--- src/rtl/clk_div_pkg.sv ---
// Shared types and defaults for the clk_div_seq divider sequencer.
//   state_t     : sequencer state (STOP, RUN, PEND)
//   PKG_CNT_W   : default counter/ratio width
//   PKG_DEF_DIV : default ratio loaded at reset
//   PKG_MIN_DIV : smallest legal ratio
//   half_hi(n)  : length of the high phase for ratio n, ceil(n/2)
package clk_div_pkg;

    localparam int unsigned PKG_CNT_W   = 4;
    localparam int unsigned PKG_DEF_DIV = 9;
    localparam int unsigned PKG_MIN_DIV = 2;

    typedef enum logic [1:0] {
        STOP = 2'd0,
        RUN  = 2'd1,
        PEND = 2'd2
    } state_t;

    function automatic int unsigned half_hi(input int unsigned n);
        return (n + 1) >> 1;
    endfunction

endpackage

--- src/rtl/clk_div_phase_cnt.sv ---
// Phase counter of the divider: counts 0..cur_div-1 while running, flags the
// terminal count and produces the registered high phase of the divided clock.
//   clk, rst : clock, asynchronous active-high reset
//   run      : sequencer is counting this cycle
//   nxt_run  : sequencer will be counting next cycle
//   cur_div  : ratio in force this cycle
//   nxt_div  : ratio that will be in force next cycle
//   div_cnt  : phase counter
//   div_tc   : terminal count (combinational on div_cnt)
//   div_hi   : registered high phase, 1 for div_cnt < ceil(ratio/2)
module clk_div_phase_cnt
    import clk_div_pkg::*;
#(
    parameter int unsigned CNT_W = PKG_CNT_W
) (
    input  logic             clk,
    input  logic             rst,
    input  logic             run,
    input  logic             nxt_run,
    input  logic [CNT_W-1:0] cur_div,
    input  logic [CNT_W-1:0] nxt_div,
    output logic [CNT_W-1:0] div_cnt,
    output logic             div_tc,
    output logic             div_hi
);

    localparam logic [CNT_W-1:0] ONE = CNT_W'(1);

    logic [CNT_W-1:0] cnt_q, cnt_d;
    logic             hi_q, hi_d;

    always_comb begin
        div_tc = run && (cnt_q == (cur_div - ONE));
        // Restart at 0 on entry to counting, on wrap, and whenever stopped.
        cnt_d  = (run && nxt_run && !div_tc) ? (cnt_q + ONE) : '0;
        // Decoded from next-cycle count and ratio so div_hi is a clean flop output.
        hi_d   = nxt_run && (32'(cnt_d) < half_hi(32'(nxt_div)));
    end

    always_ff @(posedge clk or posedge rst) begin
        if (rst) begin
            cnt_q <= '0;
            hi_q  <= 1'b0;
        end else begin
            cnt_q <= cnt_d;
            hi_q  <= hi_d;
        end
    end

    assign div_cnt = cnt_q;
    assign div_hi  = hi_q;

endmodule

--- src/rtl/clk_div_seq.sv ---
// Sequencer for the programmable odd/even clock divider. Accepts new ratios over
// a valid/ready handshake and applies them only on a period boundary so the
// divided clock never shows a runt pulse.
//   clk, rst  : clock, asynchronous active-high reset
//   en        : run request (level)
//   cfg_valid : new ratio offered
//   cfg_div   : requested ratio
//   cfg_ready : a ratio can be accepted
//   cfg_err   : one-cycle pulse, accepted ratio was below MIN_DIV
//   cur_div   : ratio in force
//   div_cnt   : phase counter 0..cur_div-1
//   div_tc    : terminal count
//   div_hi    : posedge-domain high phase
//   div_odd   : cur_div[0], enables the downstream negedge AND stage
//   running   : sequencer is not stopped
module clk_div_seq
    import clk_div_pkg::*;
#(
    parameter int unsigned CNT_W   = PKG_CNT_W,
    parameter int unsigned DEF_DIV = PKG_DEF_DIV,
    parameter int unsigned MIN_DIV = PKG_MIN_DIV
) (
    input  logic             clk,
    input  logic             rst,
    input  logic             en,
    input  logic             cfg_valid,
    input  logic [CNT_W-1:0] cfg_div,
    output logic             cfg_ready,
    output logic             cfg_err,
    output logic [CNT_W-1:0] cur_div,
    output logic [CNT_W-1:0] div_cnt,
    output logic             div_tc,
    output logic             div_hi,
    output logic             div_odd,
    output logic             running
);

    state_t           state_q, state_d;
    logic [CNT_W-1:0] div_q, div_d;
    logic [CNT_W-1:0] pend_q, pend_d;
    logic             err_q, err_d;
    logic             xfer, legal;
    logic             tc;

    assign cfg_ready = (state_q != PEND);
    assign xfer      = cfg_valid && cfg_ready;
    assign legal     = (32'(cfg_div) >= MIN_DIV);

    always_comb begin
        state_d = state_q;
        div_d   = div_q;
        pend_d  = pend_q;
        err_d   = xfer && !legal;
        case (state_q)
            STOP: begin
                if (xfer && legal) div_d = cfg_div;
                if (en) state_d = RUN;
            end
            RUN: begin
                // A new ratio takes priority; a pending stop is re-evaluated at
                // the next tc since en is level-sensitive.
                if (xfer && legal) begin
                    pend_d  = cfg_div;
                    state_d = PEND;
                end else if (tc && !en) begin
                    state_d = STOP;
                end
            end
            PEND: begin
                if (tc) begin
                    div_d   = pend_q;
                    state_d = en ? RUN : STOP;
                end
            end
            default: state_d = STOP;
        endcase
    end

    always_ff @(posedge clk or posedge rst) begin
        if (rst) begin
            state_q <= STOP;
            div_q   <= CNT_W'(DEF_DIV);
            pend_q  <= '0;
            err_q   <= 1'b0;
        end else begin
            state_q <= state_d;
            div_q   <= div_d;
            pend_q  <= pend_d;
            err_q   <= err_d;
        end
    end

    clk_div_phase_cnt #(
        .CNT_W(CNT_W)
    ) u_phase_cnt (
        .clk     (clk),
        .rst     (rst),
        .run     (state_q != STOP),
        .nxt_run (state_d != STOP),
        .cur_div (div_q),
        .nxt_div (div_d),
        .div_cnt (div_cnt),
        .div_tc  (tc),
        .div_hi  (div_hi)
    );

    assign div_tc  = tc;
    assign cfg_err = err_q;
    assign cur_div = div_q;
    assign div_odd = div_q[0];
    assign running = (state_q != STOP);

endmodule
--- config.mk ---
export PLATFORM = sky130hd
export DESIGN_NAME = clk_div_seq
export DESIGN_NICKNAME = d
export VERILOG_FILES = /design/src/rtl/clk_div_pkg.sv /design/src/rtl/clk_div_phase_cnt.sv /design/src/rtl/clk_div_seq.sv
export SDC_FILE = /design/constraint.sdc
export NUM_CORES = 1
export LEC_CHECK = 0
export CAP_MARGIN = 20
export CORE_AREA = 2 2 56 58
export DETAILED_ROUTE_END_ITERATION = 10
export DIE_AREA = 0 0 58 60
export SYNTH_ARGS = -nofsm -noshare
export SYNTH_HDL_FRONTEND = slang
export SYNTH_SLANG_ARGS = --single-unit
--- constraint.sdc ---
create_clock -name clk -period 9.35 [get_ports clk]
set_input_delay 1.4025 -clock clk [delete_from_list [all_inputs] [get_ports clk]]
set_output_delay 1.4025 -clock clk [all_outputs]
set_load 0.005 [all_outputs]
==> impl_metrics.tcl <==
set metrics [dict create \
    grt_pass1_wl_mm 3.91 \
    max_stage_delay_ns 0.47 \
    post_cts_buffers 0 \
    post_cts_resized 0 \
    cp.arrival_ns 4.19 \
    cts_root_buffer "clkbuf_4" \
    place_congestion 0.847 \
    grt_pass1_vias 835 \
    route.detailed.drc 0 \
    layout-drive-gt1-share_pct 15.8 \
    p_sw_uw 208 \
    synth_cells 111 \
    cts_sinks 16 \
    row_count 20 \
    yosysTopAreaCellShare_pct 32.0 \
    portBuffers 21 \
    cp_top_family "compound AO/OA/AOI/OAI gates" \
    worstSetupPathType "primary input to flop" \
    period_needed_ns 3.98 \
    vias 858 \
    yosysSeqAreaShare_pct 36.8 \
    coreArea_um2 2900 \
    setup_viol 0 \
    min-delay-start "pend_q[2]" \
    avgSynthCellArea_um2 9.87 \
    synth_edf_count 0 \
    maxSlewHeadroom_pct 59.0 \
    groute.usage.overall_pct 14.9 \
    clk_latency_ns 0.29 \
    rsz0062_at_grt "no" \
    ys_ff_latch 16 \
    antenna_found_initial 0 \
    cts_hold_buf 0 \
    grt_max_degree 17 \
    synth.cell_area_um2 1100 \
    yosys-top-cells-count "dfrtp_1, nand2_1, inv_1, nor2_1, a21oi_1" \
    report.final.slew_viol_count 0 \
    power_frac_clock_pct 9.3 \
    status "complete, no violations" \
    path_cells "clkdlybuf4s50_1 > nor3_1 > nand2b_1 > o32ai_1 > a311oi_4 > inv_1 > ha_1 > xor2_1 > ha_1 > a21o_1 > a21oi_1 > o31ai_1 > a211oi_1" \
    htreeDepth 1 \
    wl_mm 2.25 \
    async_flop_share_pct 100 \
    p_sw_share_pct 42.6 \
    cp-end-kind "flop" \
    yosysMostFrequentCell "dfrtp_1" \
    yosys.cell_types.count 42 \
    tns_ns 0 \
    nets 148 \
    path_clk_slew_ns 0.09 \
    final_core_util_pct 46.6 \
    diodes 0 \
    leakage_nw 0.600 \
    hold_depth 2 \
    hold_path.class "flop to flop" \
    finClkSkew_ns 0.00418 \
    reg2reg_slack_ns 6.04 \
    start_util_pct 37.8 \
    critPathRequiredTime_ns 9.56 \
    cap_violations 0 \
    startpoint_type "primary input" \
    cts_buffers 3 \
    timing.fmax_mhz 251 \
    wl_per_cell_um 13.5 \
    die_area_um2 3480 \
    cts_tree "yes" \
    drtIter0Drc 28 \
    worst_slew_pin_slew_ns 0.615 \
    r2r_cells 14 \
    power_density_nw_per_um2 361 \
    pwr-share-comb_pct 63.1 \
    pin_count 22 \
    synth_warnings 0 \
    critical_path.slowest_cell "clkdlybuf4s50_1" \
    post-route-period-util_pct 42.6 \
    critPathMaxFanout 4 \
    synth_area_leader_cell "dfrtp_1" \
    synth_area_leaders "dfrtp_1, ha_1, dfstp_2, nand2_1, xnor2_1" \
    fp.dieH_um 60 \
    grt_overflow 0 \
    fp.dieW_um 58 \
    ys.flop_type "dfrtp_1" \
    viasPerCell 5.17 \
    cp_common_cell "ha_1" \
    path_depth 13 \
    r2r_start "cur_div[0]" \
    detail-route-antenna-nets 0 \
    hold_violations 0 \
    ir_drop_uv 190 \
    hpwl_mm 1.78 \
    first_pass_iters 4 \
    synth_fp_nets 125 \
    path_buf_inv 2 \
    whs_endpoint "pend_q[2]" \
    internal_power_uw 280 \
    reg2reg_to "u_phase_cnt.div_hi" \
    seqPwrFrac_pct 27.6 \
    area_growth_pct 23.3 \
    clock_path_buffers 2 \
]
power groups by stage:
stage	clock network, mW	registers [mW]	logic (mW)
after floorplan	0	0.126	0.238
after global placement	0	0.136	0.304
after detailed placement	0	0.136	0.308
after CTS	0.0470	0.135	0.310
after global routing	0.0517	0.141	0.345
final	0.0456	0.134	0.308
worst register-to-register path, delay by kind of cell, from the launching register on:
family,cells,cell delay (ns)
flops,1,0.59
xor+xnor,2,0.32
fa+ha+maj,3,0.77
compound gates,6,0.90
simple gates,2,0.57
buf+inv,1,0.07
per-stage QoR:
step	hold slack [ns]	instances	setup slack (ns)	instance area, um^2	total power [mW]
6_report	0.499	166	5.37	1350	0.488
5_1_grt	0.535	166	5.12	1350	0.538
4_1_cts	0.505	166	5.38	1350	0.492
3_5_place_dp	0.483	162	5.08	1320	0.445
3_3_place_gp	0.467	162	5.11	1320	0.440
2_1_floorplan	0.438	111	5.81	1100	0.365
area by class of cell:
type,instances,area [um^2]
fillers,283,1550
multi-input cells,82,623
flip-flops and latches,16,403
repair buffers,21,210
well taps,33,41.3
inverters,10,37.5
clock buffers,4,36.3
state kept, by name (all words and copies together), names as in the netlist:
| register | count |
|---|---|
| cur_div | 4 |
| pend_q | 4 |
| u_phase_cnt.div_cnt | 4 |
| state_q | 2 |
| cfg_err | 1 |
| u_phase_cnt.div_hi | 1 |
layer usage:
| metal | share of wire, % | up-vias | track usage (%) |
|---|---|---|---|
| met4 | 3.0 | 0 | 7.64 |
| met3 | 4.2 | 7 | 1.95 |
| met1 | 50 | 394 | 20.8 |
| li1 | - | 433 | - |
| met2 | 43 | 24 | 22.4 |
| met5 | 0 | - | 0 |
cells by family (layout without fill, tap and decap cells):
family	after synthesis	after routing	synth area share (%)
and+or+nand+nor	43	43	21.9
AOI/OAI and AO/OA	24	24	19.5
DFF	16	16	36.8
buffers and inverters	13	35	6.39
xor gates and xnor gates	9	9	8.56
adders and majority gates	6	6	6.85
worst max-delay path by stage:
stage | start | endpoint | slack, ns
after floorplan | cfg_div[2] | u_phase_cnt.div_hi | 5.81
after global placement | cfg_valid | u_phase_cnt.div_hi | 5.11
final | cfg_div[3] | u_phase_cnt.div_hi | 5.37
after global routing | cfg_div[2] | u_phase_cnt.div_hi | 5.12
after detailed placement | cfg_div[2] | u_phase_cnt.div_hi | 5.08
after CTS | cfg_div[3] | u_phase_cnt.div_hi | 5.38
cell usage in the layout (no fill, tap or decap), types with 2 or more instances in the layout:
cell type        Yosys  routed
nor2b_1              5       5
nor2_1               9       9
clkbuf_4             0       3
nand3_1              2       2
nor3_1               3       3
dfstp_2              2       2
a21oi_1              7       7
nand2b_1             2       2
xnor2_1              5       5
nand2_1             13      13
o31ai_1              3       3
inv_1                9       9
xor2_1               3       3
clkdlybuf4s50_1      0      21
ha_1                 6       6
dfrtp_1             14      14
Note: power is estimated with default switching activity, not from simulation.
